`config.mk`:
```
export PLATFORM = sky130hd
export DESIGN_NAME = lbdr_input_fifo_flat
export DESIGN_NICKNAME = d
export VERILOG_FILES = /design/src/rtl/lbdr_input_fifo_if.sv /design/src/rtl/lbdr_input_fifo.sv /design/src/flat_wrapper.sv
export SDC_FILE = /design/constraint.sdc
export NUM_CORES = 1
export LEC_CHECK = 0
export ABC_AREA = 1
export CAP_MARGIN = 20
export CORE_ASPECT_RATIO = 0.8
export CORE_MARGIN = 2
export CORE_UTILIZATION = 58
export DETAILED_ROUTE_END_ITERATION = 10
export PLACE_DENSITY_LB_ADDON = 0.15
export SLEW_MARGIN = 20
export SYNTH_ARGS = -nofsm -noshare
export SYNTH_HDL_FRONTEND = slang
export SYNTH_SLANG_ARGS = --single-unit
```
`constraint.sdc`:
```
create_clock -name clk -period 4.7 [get_ports clk]
set_input_delay 0.94 -clock clk [delete_from_list [all_inputs] [get_ports clk]]
set_output_delay 0.94 -clock clk [all_outputs]
set_load 0.05 [all_outputs]
```
`src/rtl/lbdr_input_fifo_if.sv`:
```
// Link-side and LBDR-side signals of one router input buffer.
// The FIFO sits on the slave side. The link/switch environment sits on the master side.
interface lbdr_input_fifo_if #(
    parameter int DATA_WIDTH = 32
);
    logic                  rx_valid;
    logic [DATA_WIDTH-1:0] rx_data;
    logic                  read_en;
    logic [DATA_WIDTH-1:0] data_out;
    logic [2:0]            flit_id;
    logic [3:0]            dst_addr;
    logic                  empty;
    logic                  full;
    logic                  credit_out;
    logic                  overflow;
    logic                  frame_err;

    modport master (
        output rx_valid, rx_data, read_en,
        input  data_out, flit_id, dst_addr, empty, full, credit_out, overflow, frame_err
    );

    modport slave (
        input  rx_valid, rx_data, read_en,
        output data_out, flit_id, dst_addr, empty, full, credit_out, overflow, frame_err
    );
endinterface

```
`src/rtl/lbdr_input_fifo.sv`:
```
// First-word-fall-through input FIFO feeding an LBDR routing stage.
// Returns one credit per popped flit and checks HEADER/PAYLOAD/TAIL framing on stored flits.
module lbdr_input_fifo #(
    parameter int DATA_WIDTH = 32,
    parameter int DEPTH      = 4
) (
    input  logic                clk,
    input  logic                rst,
    lbdr_input_fifo_if.slave    bus
);
    localparam int AW = $clog2(DEPTH);
    localparam int CW = AW + 1;

    localparam logic [2:0] HEADER  = 3'b001;
    localparam logic [2:0] PAYLOAD = 3'b010;
    localparam logic [2:0] TAIL    = 3'b100;

    typedef enum logic {
        ST_IDLE,
        ST_IN_PKT
    } frame_state_t;

    logic [DATA_WIDTH-1:0] mem_q [DEPTH];

    logic [AW-1:0] wr_ptr_q, wr_ptr_d;
    logic [AW-1:0] rd_ptr_q, rd_ptr_d;
    logic [CW-1:0] count_q, count_d;
    logic          empty_q, empty_d;
    logic          full_q, full_d;
    logic          credit_q, credit_d;
    logic          overflow_q, overflow_d;
    logic          frame_err_q, frame_err_d;
    frame_state_t  state_q, state_d;

    logic          wr_accept;
    logic          rd_accept;
    logic [2:0]    rx_type;

    assign wr_accept = bus.rx_valid && !full_q;
    assign rd_accept = bus.read_en && !empty_q;
    assign rx_type   = bus.rx_data[31:29];

    always_comb begin
        wr_ptr_d    = wr_ptr_q;
        rd_ptr_d    = rd_ptr_q;
        overflow_d  = overflow_q;
        frame_err_d = frame_err_q;
        state_d     = state_q;

        if (wr_accept) begin
            wr_ptr_d = wr_ptr_q + AW'(1);
        end
        if (rd_accept) begin
            rd_ptr_d = rd_ptr_q + AW'(1);
        end
        // A pop in the same cycle does not free a slot for an arriving flit: full_q is the gate.
        if (bus.rx_valid && full_q) begin
            overflow_d = 1'b1;
        end

        count_d  = count_q + CW'(wr_accept) - CW'(rd_accept);
        empty_d  = (count_d == '0);
        full_d   = (count_d == CW'(DEPTH));
        credit_d = rd_accept;

        // Framing is judged only on flits that are actually stored; bad flits are still buffered.
        if (wr_accept) begin
            case (state_q)
                ST_IDLE: begin
                    if (rx_type == HEADER) begin
                        state_d = ST_IN_PKT;
                    end else begin
                        frame_err_d = 1'b1;
                    end
                end
                ST_IN_PKT: begin
                    if (rx_type == TAIL) begin
                        state_d = ST_IDLE;
                    end else if (rx_type != PAYLOAD) begin
                        frame_err_d = 1'b1;
                    end
                end
                default: state_d = ST_IDLE;
            endcase
        end
    end

    always_ff @(posedge clk or posedge rst) begin
        if (rst) begin
            wr_ptr_q    <= '0;
            rd_ptr_q    <= '0;
            count_q     <= '0;
            empty_q     <= 1'b1;
            full_q      <= 1'b0;
            credit_q    <= 1'b0;
            overflow_q  <= 1'b0;
            frame_err_q <= 1'b0;
            state_q     <= ST_IDLE;
        end else begin
            wr_ptr_q    <= wr_ptr_d;
            rd_ptr_q    <= rd_ptr_d;
            count_q     <= count_d;
            empty_q     <= empty_d;
            full_q      <= full_d;
            credit_q    <= credit_d;
            overflow_q  <= overflow_d;
            frame_err_q <= frame_err_d;
            state_q     <= state_d;
        end
    end

    // Storage is deliberately left out of reset so it can map onto plain RAM.
    always_ff @(posedge clk) begin
        if (wr_accept) begin
            mem_q[wr_ptr_q] <= bus.rx_data;
        end
    end

    assign bus.data_out   = mem_q[rd_ptr_q];
    assign bus.flit_id    = bus.data_out[31:29];
    assign bus.dst_addr   = bus.data_out[28:25];
    assign bus.empty      = empty_q;
    assign bus.full       = full_q;
    assign bus.credit_out = credit_q;
    assign bus.overflow   = overflow_q;
    assign bus.frame_err  = frame_err_q;
endmodule

```
`src/flat_wrapper.sv`:
```
// flat-port wrapper written by rule: the top's interface ports become plain ports
module lbdr_input_fifo_flat 
#(
    parameter int DATA_WIDTH = 32,
    parameter int DEPTH      = 4
)
  (clk, rst, bus_rx_valid, bus_rx_data, bus_read_en, bus_data_out, bus_flit_id, bus_dst_addr, bus_empty, bus_full, bus_credit_out, bus_overflow, bus_frame_err);
  lbdr_input_fifo_if #(.DATA_WIDTH(DATA_WIDTH)) bus_i ();
  input  logic clk;
  input  logic rst;
  input wire logic [$bits(bus_i.rx_valid)-1:0] bus_rx_valid;
  input wire logic [$bits(bus_i.rx_data)-1:0] bus_rx_data;
  input wire logic [$bits(bus_i.read_en)-1:0] bus_read_en;
  output wire logic [$bits(bus_i.data_out)-1:0] bus_data_out;
  output wire logic [$bits(bus_i.flit_id)-1:0] bus_flit_id;
  output wire logic [$bits(bus_i.dst_addr)-1:0] bus_dst_addr;
  output wire logic [$bits(bus_i.empty)-1:0] bus_empty;
  output wire logic [$bits(bus_i.full)-1:0] bus_full;
  output wire logic [$bits(bus_i.credit_out)-1:0] bus_credit_out;
  output wire logic [$bits(bus_i.overflow)-1:0] bus_overflow;
  output wire logic [$bits(bus_i.frame_err)-1:0] bus_frame_err;
  assign bus_i.rx_valid = bus_rx_valid;
  assign bus_i.rx_data = bus_rx_data;
  assign bus_i.read_en = bus_read_en;
  assign bus_data_out = bus_i.data_out;
  assign bus_flit_id = bus_i.flit_id;
  assign bus_dst_addr = bus_i.dst_addr;
  assign bus_empty = bus_i.empty;
  assign bus_full = bus_i.full;
  assign bus_credit_out = bus_i.credit_out;
  assign bus_overflow = bus_i.overflow;
  assign bus_frame_err = bus_i.frame_err;
  lbdr_input_fifo #(.DATA_WIDTH(DATA_WIDTH), .DEPTH(DEPTH)) u_core (.clk(clk), .rst(rst), .bus(bus_i));
endmodule
```
# Yosys cells after proc, flatten, opt, wreduce, memory -nomap -nowiden
# Memories as Yosys holds them, arrays and structs flattened.
# Cells that the tools add are included.
# totals
memories,1
in_bits,36
out_inout_bits,44
ramBits,128
reg_bits,13
# op_classes
eq_ne,7
bitwise,1
n_reduce_logical,7
n_addsub,4
mux,9
# mem_list
name,depth,width,rd,rd_clocked_by_memory_dff,write_ports,line,source
u_core.mem_q,4,32,1,0,1,lbdr_input_fifo.sv:23,logic [DATA_WIDTH-1:0] mem_q [DEPTH];
# op_table
op,count
two-way mux 1 bit,7
"== test 3 bit, second input constant",2
"!= test 2 bit, second input constant",3
"adder 2 x 1 -> 2 bit, second input constant",2
case mux 1 bit (2 select lines),2
AND reduction 4 bit,1
adder 3 x 1 -> 3 bit,1
"== test 3 x 1 -> 1 bit, second input constant",1
logical AND 1 bit,3
logical NOT 3 bit,1
"!= test 3 x 2 -> 1 bit, second input constant",1
subtractor 3 x 1 -> 3 bit,1
logical NOT 1 bit,2
inverter 1 bit,1

# Depth between registers and ports, before layout
# depth
ltp_word,5
depth_mapped,11
depth_no_buf,11

# Worst setup path before layout
# Ideal clock, no wire load.
# synth_timing
path_kind,reg2out
start,register u_core.rd_ptr_q[1]
end,output port bus_flit_id[2]
arrival_ns,2.223
stages_incl_launch_ff,6
path_buffers,2
slack_ns,1.537
t_required_ns,3.760
cell_sequence,dfrtp_1 > inv_2 > buf_4 > o21ai_0 > o21ai_0 > buf_4
# synth_between
elab_chain_len,1
# synth_lines
item,line,source
from (decl),lbdr_input_fifo.sv:26,"logic [AW-1:0] rd_ptr_q, rd_ptr_d;"
from (signal assigned),lbdr_input_fifo.sv:101,rd_ptr_q <= rd_ptr_d;
memory read (4 x 32 bit),--,
to (decl),flat_wrapper.sv:15,output wire logic [$bits(bus_i.flit_id)-1:0] bus_flit_id;
# No other way between the ends.

# Worst setup path after layout
# layout_timing
start,register u_core.rd_ptr_q[0]
end,output port bus_data_out[14]
# layout_between
elab_chain_len,1
# layout_lines
item,line,source
memory read (4 x 32 bit),--,
to (decl),flat_wrapper.sv:14,output wire logic [$bits(bus_i.data_out)-1:0] bus_data_out;
# No other way between the ends.

==> metrics.csv <==
stage,metric,value,unit
status,status,"finished, final reports clean",
cts,Max Buffers Root-to-Sink,2,
timing,Tcrit/Tclk final,82.7,%
job,MaxCap Viol Count,0,
cells_and_area,most frequent cells in the layout,"edfxtp_1 (128), nor2_1 (99), clkdlybuf4s50_1 (79), o21ai_0 (64), o21ai_1 (34)",
cells_and_area,layout cell share with drive strength beyond 1,8.25,%
cts,H-tree levels,4,
detailed_routing,DR WL/cell,16.2,um
critical_path,data arrival time of the critical path,2950,ps
synth,share of the synthesized area in the top cell type,68.8,%
cells_and_area,"Core Util, Final",72.8,%
synth,sequential area share after synthesis,74.6,%
place,GPL Wtd Cong,0.785,
timing,Setup Total Neg Slack,0,ps
worst_hold_path,Hold Path End,u_core.bus.overflow,
critical_path,critical path capture point type,output pin,
critical_path,R2R setup slack,2540,ps
timing,Max-slew headroom,29.5,%
timing,fin. max-slew vios,0,
detailed_routing,final wirelength,10.2,mm
detailed_routing,Detail Route Antenna Nets,0,
critical_path,maximum fanout along the worst path,43,
floorplanning,FP Rows,32,
cells_and_area,"commonest non-fill, non-tap cell in the layout",edfxtp_1,
critical_path,reg2reg start,u_core.bus.empty,
floorplanning,I/O pins,80,
global_routing,grt peak-use layer,met2,
critical_path,CP top delay family,buffers and inverters,
detailed_routing,vias per cell,5.24,
floorplanning,Die Height,91.8,um
worst_hold_path,Min-Delay Path Class,reg -> reg,
synth,Syn. warnings,0,
critical_path,sum of buffers and inverters on the critical path,2,
synth,Post-synth EDFFs,128,
synth,Netlist cell types,24,
critical_path,critical path type,reg -> out,
cells_and_area,fillers,652,
cts,CTS tree,yes,
detailed_routing,drt pass-1 iters,7,
cts,CTS Root Cell,clkbuf_16,
critical_path,Worst Path Required,3760,ps
synth,#FFs+latches synth,141,
global_routing,first-pass GRT wire length,16.1,mm
synth,Mean Syn Cell Area,13.2,sq um
timing,setup ws final,811,ps
synth,"top cells by area, synth","edfxtp_1 (69%), nor2_1 (6.9%), o21ai_0 (5.7%)",
detailed_routing,Detailed Route Iter0 Violations,256,
critical_path,crit-path max cell delay,900,ps
synth,Post-Syn Area,0.00559,sq mm
cts,CTS Buf Count,17,
worst_hold_path,Hold Path Cell Cnt,1,
global_routing,grt met1 use,28.3,%
global_routing,grt ovf,0,
timing,Period minus WS final,3890,ps
critical_path,Reg-to-Reg End,u_core.bus.full,
global_routing,vias in the first global route,3129,
critical_path,crit path launch type,flop,
timing,clk_skew,12.2,ps
cells_and_area,n_diodes,0,
floorplanning,Initial Utilization,58.9,%
global_routing,largest net degree at the start of global routing,64,
critical_path,Slowest cell on crit path,dfrtp_2,
global_routing,met3 global-route usage,6.94,%
synth,syn_nets,467,
critical_path,FF-to-FF path depth,9,
timing,setup repair after global routing missed its margin,false,
cts,Worst-path clk slew,60,ps
place,port bufs,79,
global_routing,met2 usage,32.9,%
global_routing,initial antenna violation count,0,
timing,Final Hold Violating Endpoints,0,
timing,Fin Hold WS,461,ps
timing,final setup fails,0,
cells_and_area,Layout Area Growth over Synthesis,23.5,%
floorplanning,die width,114,um
synth,ys flop type,edfxtp_1,
worst_hold_path,Hold Startpoint,u_core.bus.overflow,
timing,fmax,0.257,GHz
critical_path,crit path cell chain,buf_4 -> nor2_1 -> nor2_1 -> o21ai_0 -> o21ai_1 -> clkdlybuf4s50_1,
cts,"Setup Fix Bufs, Post-CTS",0,
timing,Slew @ Worst Pin,1060,ps
floorplanning,Die Footprint,0.0104,sq mm
cts,worst skew pair latency,410,ps
critical_path,Crit path top cell by count,nor2_1,
floorplanning,Core Area,0.00949,sq mm
place,pre-CTS setup slack,1240,ps
place,post-DP HPWL,5.74,mm
synth,Synth area leader,edfxtp_1,
synth,async set or reset register ratio after synthesis,9.22,%
detailed_routing,drc violations,0,
synth,Mapped Cells,424,
cells_and_area,fin nets,540,
cts,cts-stage hold buffer count,0,
global_routing,gr usage total,21.1,%
cts,Clock Sinks,141,
detailed_routing,via count,3288,
cts,CTS resizes,0,
routing by layer:
layer / vias up / wire [um] / share of wire [%]
li1: 1623 / - / -
met1: 1570 / 4490 / 44
met2: 93 / 5110 / 50
met3: 2 / 515 / 5.1
met4: 0 / 51 / 0.50
met5: - / 0 / 0
per-stage QoR:
stage                     std cells  instance area [sq um]
after detailed placement        597                   6350
after floorplan                 424                   5590
after global placement          597                   6350
after CTS                       628                   6910
final                           628                   6910
after global routing            628                   6910
worst reg2reg max path: stages, from the launching register on:
cell     delay [ps]
dfstp_2         360
nor2_1          270
ha_1            290
inv_1            60
ha_1            130
inv_1            50
fa_1            470
inv_1            50
or2_2           290
a21oi_1         120
state kept, by name (all words and copies together) (netlist names):
register / cells
u_core.mem_q: 128
u_core.count_q: 3
u_core.bus.credit_out: 1
u_core.state_q: 1
u_core.bus.empty: 1
u_core.bus.frame_err: 1
u_core.wr_ptr_q: 2
u_core.rd_ptr_q: 2
u_core.bus.overflow: 1
u_core.bus.full: 1
cells in the mapped netlist, types with 2 or more instances:
master    instances
buf_4             8
inv_1            22
a21oi_1           2
ha_1              6
buf_6             4
o21ai_1          34
buf_2             7
nand3_1           5
xor2_1            3
clkbuf_2          4
nor2_1          103
buf_8             3
o21ai_0          64
dfrtp_1          12
edfxtp_1        128
nand2_1          11
how the worst max path moves through the flow:
stage	startpoint	to	slack, ps	depth (start not counted)
2_1_floorplan	u_core.rd_ptr_q[1]	bus_flit_id[2]	1540	5
3_3_place_gp	u_core.rd_ptr_q[0]	bus_data_out[11]	1290	6
3_5_place_dp	u_core.rd_ptr_q[0]	bus_data_out[17]	1240	6
4_1_cts	u_core.rd_ptr_q[0]	bus_data_out[14]	780	6
5_1_grt	u_core.rd_ptr_q[0]	bus_data_out[15]	590	6
6_report	u_core.rd_ptr_q[0]	bus_data_out[14]	810	6
cell type report:
class / count / area (sq um) / area share [%]
Inverter: 24 / 95.1 / 1.38
Tap cell: 119 / 149 / 2.16
Clock inverter: 14 / 129 / 1.87
Clock buffer: 17 / 425 / 6.16
Multi-Input combinational cell: 232 / 1130 / 16.4
Timing Repair Buffer: 81 / 806 / 11.7
Sequential cell: 141 / 4170 / 60.4
cells by family (layout without fill, tap and decap cells):
| logic type | count (synthesis) | in the layout | share of synthesized area (%) |
|---|---|---|---|
| DFF | 141 | 141 | 74.6 |
| and+or+nand+nor | 121 | 121 | 8.42 |
| AOI/OAI and AO/OA | 101 | 101 | 9.09 |
| buffers and inverters | 51 | 136 | 5.73 |
| adders and majority gates | 7 | 7 | 1.70 |
| xor gates and xnor gates | 3 | 3 | 0.470 |
Power is left out: the tool's default activity adds up to more than one toggle a clock period on the data nets, which glitch-free logic cannot reach.
==> edit 1, RTL diff (same flow settings) <==
`DEPTH` is set to 4 in 2 places; all go to 2.
--- a/src/rtl/lbdr_input_fifo.sv
+++ b/src/rtl/lbdr_input_fifo.sv
@@ -4,3 +4,3 @@
     parameter int DATA_WIDTH = 32,
-    parameter int DEPTH      = 4
+    parameter int DEPTH      = 2
 ) (
--- a/src/flat_wrapper.sv
+++ b/src/flat_wrapper.sv
@@ -4,3 +4,3 @@
     parameter int DATA_WIDTH = 32,
-    parameter int DEPTH      = 4
+    parameter int DEPTH      = 2
 )
Check against the original RTL: not equivalent (Yosys sat finds a counterexample within 4 cycles, from zero or initial values and one cycle with rst high).
==> edit 1 against the unedited design <==
Critical path depth fell by 4. Routed wire length is 52% lower. Design area is 43% lower. Cell count is 51% lower. Count of clock-buffer cells in the layout fell by 6. Via count is 54% lower. Synthesized area is 47% lower. Sequential cell count shrank 67. Setup slack improved by 420 ps. Critical endpoint is now bus_data_out[26]. Highest routed layer unchanged.
==> edit 1: results (changes against the unedited design) <==
Parameter                              Value

Final layout
  Filler Cells Inserted ... 267 (-59%)
  Total Nets Final ... 278 (-49%)
  Registers with the most flip-flops ... u_core.mem_q x64, u_core.count_q x2
  Fraction of layout cells with a size suffix above 1 ... 21.63% (+13 points)

Placed design
  Placer's final routability congestion estimate ... 0.7117 (-9.4%)
  Placement Cell Area ... 0.003742 sq mm (-41%)
  Detailed-placement wirelength estimate ... 3.267 mm (-43%)

Routing
  Initial DRT Pass Iterations ... 4 (-3)
  Vias post-DR ... 1,508 (-54%)
  DRT Wirelength ... 4.839 mm (-52%)

Synthesis
  Most used standard cells in the synthesized netlist ... 64 x sky130_fd_sc_hd__edfxtp_1, 29 x sky130_fd_sc_hd__mux2_4, 15 x sky130_fd_sc_hd__inv_1
  Share of flip-flops with an asynchronous set or reset ... 13.51% (+4.3 points)
  Main area contributors after synthesis ... sky130_fd_sc_hd__edfxtp_1 64%, sky130_fd_sc_hd__mux2_4 15%, sky130_fd_sc_hd__dfrtp_1 7.6%
  Number of different library cells in the post-synthesis netlist ... 20 (-17%)
  Syn nets ... 199 (-57%)

Critical path
  Arrival time at the worst endpoint ... 2530 ps (-420 ps)
  RR Startpoint ... u_core.bus.full
  Endpoint of the worst-slack reg-to-reg timing path ... u_core.mem_q[0][11]
  Cells on worst reg2reg path ... 3 (-6)
  Biggest fanout along the worst timing path ... 33 (-23%)
  Max incr delay on CP ... 1020 ps (+120 ps)

Timing
  Hold Slack ... 465.2 ps (+4.429 ps)
  Max-slew headroom at the worst pin ... 32.96% (+3.5 points)

Clocking
  Worst-skew pair later-pin latency ... 340 ps (-70 ps)
  Clock H-tree levels ... 3 (-1)
  Clk Tree Root Cell ... sky130_fd_sc_hd__clkbuf_8

Global route
  Number of global-route vias before repair ... 1,554 (-50%)
  Largest net degree at the start of global routing ... 34 (-47%)
  Total Routing Usage GR ... 17.78% (-3.3 points)
  First-pass GRT wire length ... 7.238 mm (-55%)

Status
  Run status ... finished clean
edit 1: changes by cell type in the layout (fill, tap and decap cells not counted), sizes merged, moves of 4 or more:
cell	change
o21ai	-97
clkbuf	-6
nor2	-97
mux2	+32
inv	-9
ha	-4
clkinv	-6
edfxtp	-64
edit 1: worst reg2reg max path, cell delays in order, from the launching register on:
cell and delay (ps):
sky130_fd_sc_hd__dfrtp_1 430, sky130_fd_sc_hd__nor2_4 190, sky130_fd_sc_hd__inv_1 140, sky130_fd_sc_hd__nor2_4 750
edit 1: layer usage:
metal / part of all wire, % / GRT usage [%] / vias to the layer above
met5: 0 / 0 / -
met4: 0.99 / 4.839 / 0
met3: 6.0 / 8.806 / 5
met2: 54 / 32.54 / 49
met1: 39 / 18.55 / 716
li1: - / - / 738
edit 1: kinds of logic after synthesis:
group	count (synthesis)	synth area share, %
adder cells (fa/ha/maj)	2	0.8391
AO/OA/AOI/OAI	3	0.5873
AND/OR/NAND/NOR	22	3.315
buffers and inverters	26	6.043
flip-flops	74	72.89
multiplexers	32	15.74
XOR/XNOR	2	0.5876
edit 1: worst max path at each step:
stage,end,depth (start not counted)
after floorplan,u_core.mem_q[1][0],4
after global placement,bus_dst_addr[0],2
after detailed placement,bus_data_out[26],2
after CTS,bus_data_out[30],2
after global routing,bus_dst_addr[1],2
final,bus_data_out[26],2
edit 1: area by class of cell:
class | count | area share, %
Inverter | 15 | 1.421
Timing Repair Buffer | 79 | 19.96
Tap cell | 62 | 1.958
Clock buffer | 11 | 3.569
Clock inverter | 5 | 1.958
Multi-Input combinational cell | 61 | 16.23
Sequential cell | 74 | 54.90
edit 1: per-stage QoR:
stage / instances / utilization (%)
after CTS: 307 / 79.57
after global placement: 291 / 75.17
after floorplan: 161 / -
final: 307 / 79.57
after detailed placement: 291 / 75.17
after global routing: 307 / 79.57
edit 1: where the power goes:
part,leakage [nW],total [mW],switching [mW],internal [mW]
Clock,0.109,0.524,0.213,0.311
Combinational,0.714,1.29,0.774,0.512
Sequential,0.705,1.01,0.121,0.887
Total,1.53,2.82,1.11,1.71
==> edit 2, RTL diff (same flow settings) <==
Made on the original files. Reset style: synchronous (`rst`), changed in one clocked block.
--- a/src/rtl/lbdr_input_fifo.sv
+++ b/src/rtl/lbdr_input_fifo.sv
@@ -87,3 +87,3 @@
 
-    always_ff @(posedge clk or posedge rst) begin
+    always_ff @(posedge clk) begin
         if (rst) begin
Formal check against the unedited RTL: differs if rst is asserted again (counterexample within 4 cycles, from zero or initial values and one cycle with rst high); with rst held inactive, the same outputs for 10 cycles.
==> edit 2 against the unedited design <==
The flow now finishes with violations (DRC). Design area grew 0.13%. Routed wire length up 3.9%. Critical path depth decreased by 2. Sequential cell count rose by 2. Synthesized area fell by 1.3%. Utilization is 2.8 points higher. Setup slack improved by 190 ps. Highest routed layer unchanged.
==> edit 2: results (changes against the unedited design) <==
Parameter                              Value

Synthesis
  Part of the Yosys area used for sequential elements ... 75.12% (+0.52 points)
  Share of flip-flops with an asynchronous set or reset ... 0% (-9.2 points)
  Main area contributors after synthesis ... sky130_fd_sc_hd__edfxtp_1 70%, sky130_fd_sc_hd__dfxtp_1 5.4%, sky130_fd_sc_hd__nor2_1 5.2%
  Number of different library cells in the post-synthesis netlist ... 23 (-4.2%)
  Most used standard cells in the synthesized netlist ... 128 x sky130_fd_sc_hd__edfxtp_1, 77 x sky130_fd_sc_hd__nor2_1, 40 x sky130_fd_sc_hd__o21ai_0
  Number of instances in the synthesized netlist ... 405 (-4.5%)

Timing
  Pin slew with the least headroom to its limit ... 1054 ps (-1.310 ps)
  Worst-case clock skew ... 12.04 ps (-0.1135 ps)

Global route
  Largest net degree at the start of global routing ... 65 (+1.6%)
  Total Routing Usage GR ... 22.12% (+1.1 points)
  Number of global-route vias before repair ... 3,339 (+6.7%)
  First-pass GRT wire length ... 17.02 mm (+5.5%)

Critical path
  Cells on worst reg2reg path ... 3 (-6)
  Arrival time at the worst endpoint ... 2760 ps (-190 ps)
  Endpoint of the worst-slack reg-to-reg timing path ... u_core.mem_q[0][20]
  FF-to-FF setup slack ... 2710 ps (+170 ps)
  Endpoint of the worst setup timing path ... bus_data_out[29]
  RR Startpoint ... u_core.bus.full
  Biggest fanout along the worst timing path ... 32 (-26%)

Routing
  DRC errors left ... 5 (+5)
  DRT Wirelength ... 10.57 mm (+3.9%)
  DR vias/cell ... 5.586 (+6.7%)

Final layout
  Total Nets Final ... 522 (-3.3%)
  Filler Cells Inserted ... 574 (-12%)
  Non-Filler Instances ... 607 (-3.3%)

Status
  Run status ... finished with violations
  Violations in the final reports ... DRC

Placed design
  Number of cells in the design after placement ... 575 (-3.7%)
  Placer's final routability congestion estimate ... 0.6992 (-11%)
  Detailed-placement wirelength estimate ... 5.924 mm (+3.2%)
## edit 2: power by group through the flow
stage          Combinational [mW]  Clock, mW  Sequential [mW]
2_1_floorplan               0.842          0             1.64
3_3_place_gp                 1.17          0             1.63
3_5_place_dp                 1.19          0             1.64
4_1_cts                      1.20       1.43             1.61
5_1_grt                      1.27       1.48             1.63
6_report                     1.19       1.41             1.61
## edit 2: worst min path at each step
| stage | cells after the start | to | slack (ps) | startpoint |
|---|---|---|---|---|
| 6_report | 1 | u_core.bus.credit_out | 470 | u_core.bus.empty |
| 2_1_floorplan | 1 | flip-flop | 440 | u_core.rd_ptr_q[0] |
| 5_1_grt | 2 | u_core.bus.overflow | 490 | u_core.bus.overflow |
| 3_3_place_gp | 2 | u_core.bus.frame_err | 440 | u_core.bus.frame_err |
| 3_5_place_dp | 2 | u_core.bus.frame_err | 450 | u_core.bus.frame_err |
| 4_1_cts | 2 | u_core.bus.frame_err | 460 | u_core.bus.frame_err |
## edit 2: per-stage QoR
step                util (%)  power [mW]  setup WS (ps)  instance area (sq um)  hold slack [ps]
CTS                    75.53       4.241          985.1                   6914            459.4
finish                 75.53       4.215          996.5                   6914            465.2
global route           75.53       4.376          789.9                   6914            492.6
detailed placement     68.71       2.830           1445                   6290            451.6
global placement       68.71       2.804           1467                   6290            440.2
floorplan                  -       2.487           1699                   5517            443.5
## edit 2: layer usage
metal	vias to the layer above	routed length, um	GRT usage (%)
li1	1621	-	-
met3	7	666	7.410
met2	109	5277	35.13
met5	-	0	0
met4	0	66	7.520
met1	1654	4555	28.93
## edit 2: layout make-up
cell class	instances	area (sq um)	area share (%)
Tap cell	115	143.9	2.081
Clock buffer	17	425.4	6.153
Clock inverter	15	198.9	2.877
Timing Repair Buffer	82	813.3	11.76
Inverter	23	93.84	1.357
Sequential cell	143	4145	59.95
Multi-Input combinational cell	212	1094	15.82
## edit 2: logic make-up after synthesis
kind of cell / share of synthesized area (%)
AOI/OAI and AO/OA: 10.57
xor gates and xnor gates: 0.1588
adders and majority gates: 1.724
buffers and inverters: 5.602
DFF: 75.12
and+or+nand+nor: 6.827
## edit 2: critical path, cell delays in order (launching register included)
cell and delay, ps:
sky130_fd_sc_hd__dfxtp_2 750, sky130_fd_sc_hd__buf_4 330, sky130_fd_sc_hd__o21ai_0 120, sky130_fd_sc_hd__o22ai_1 270, sky130_fd_sc_hd__clkdlybuf4s50_1 850
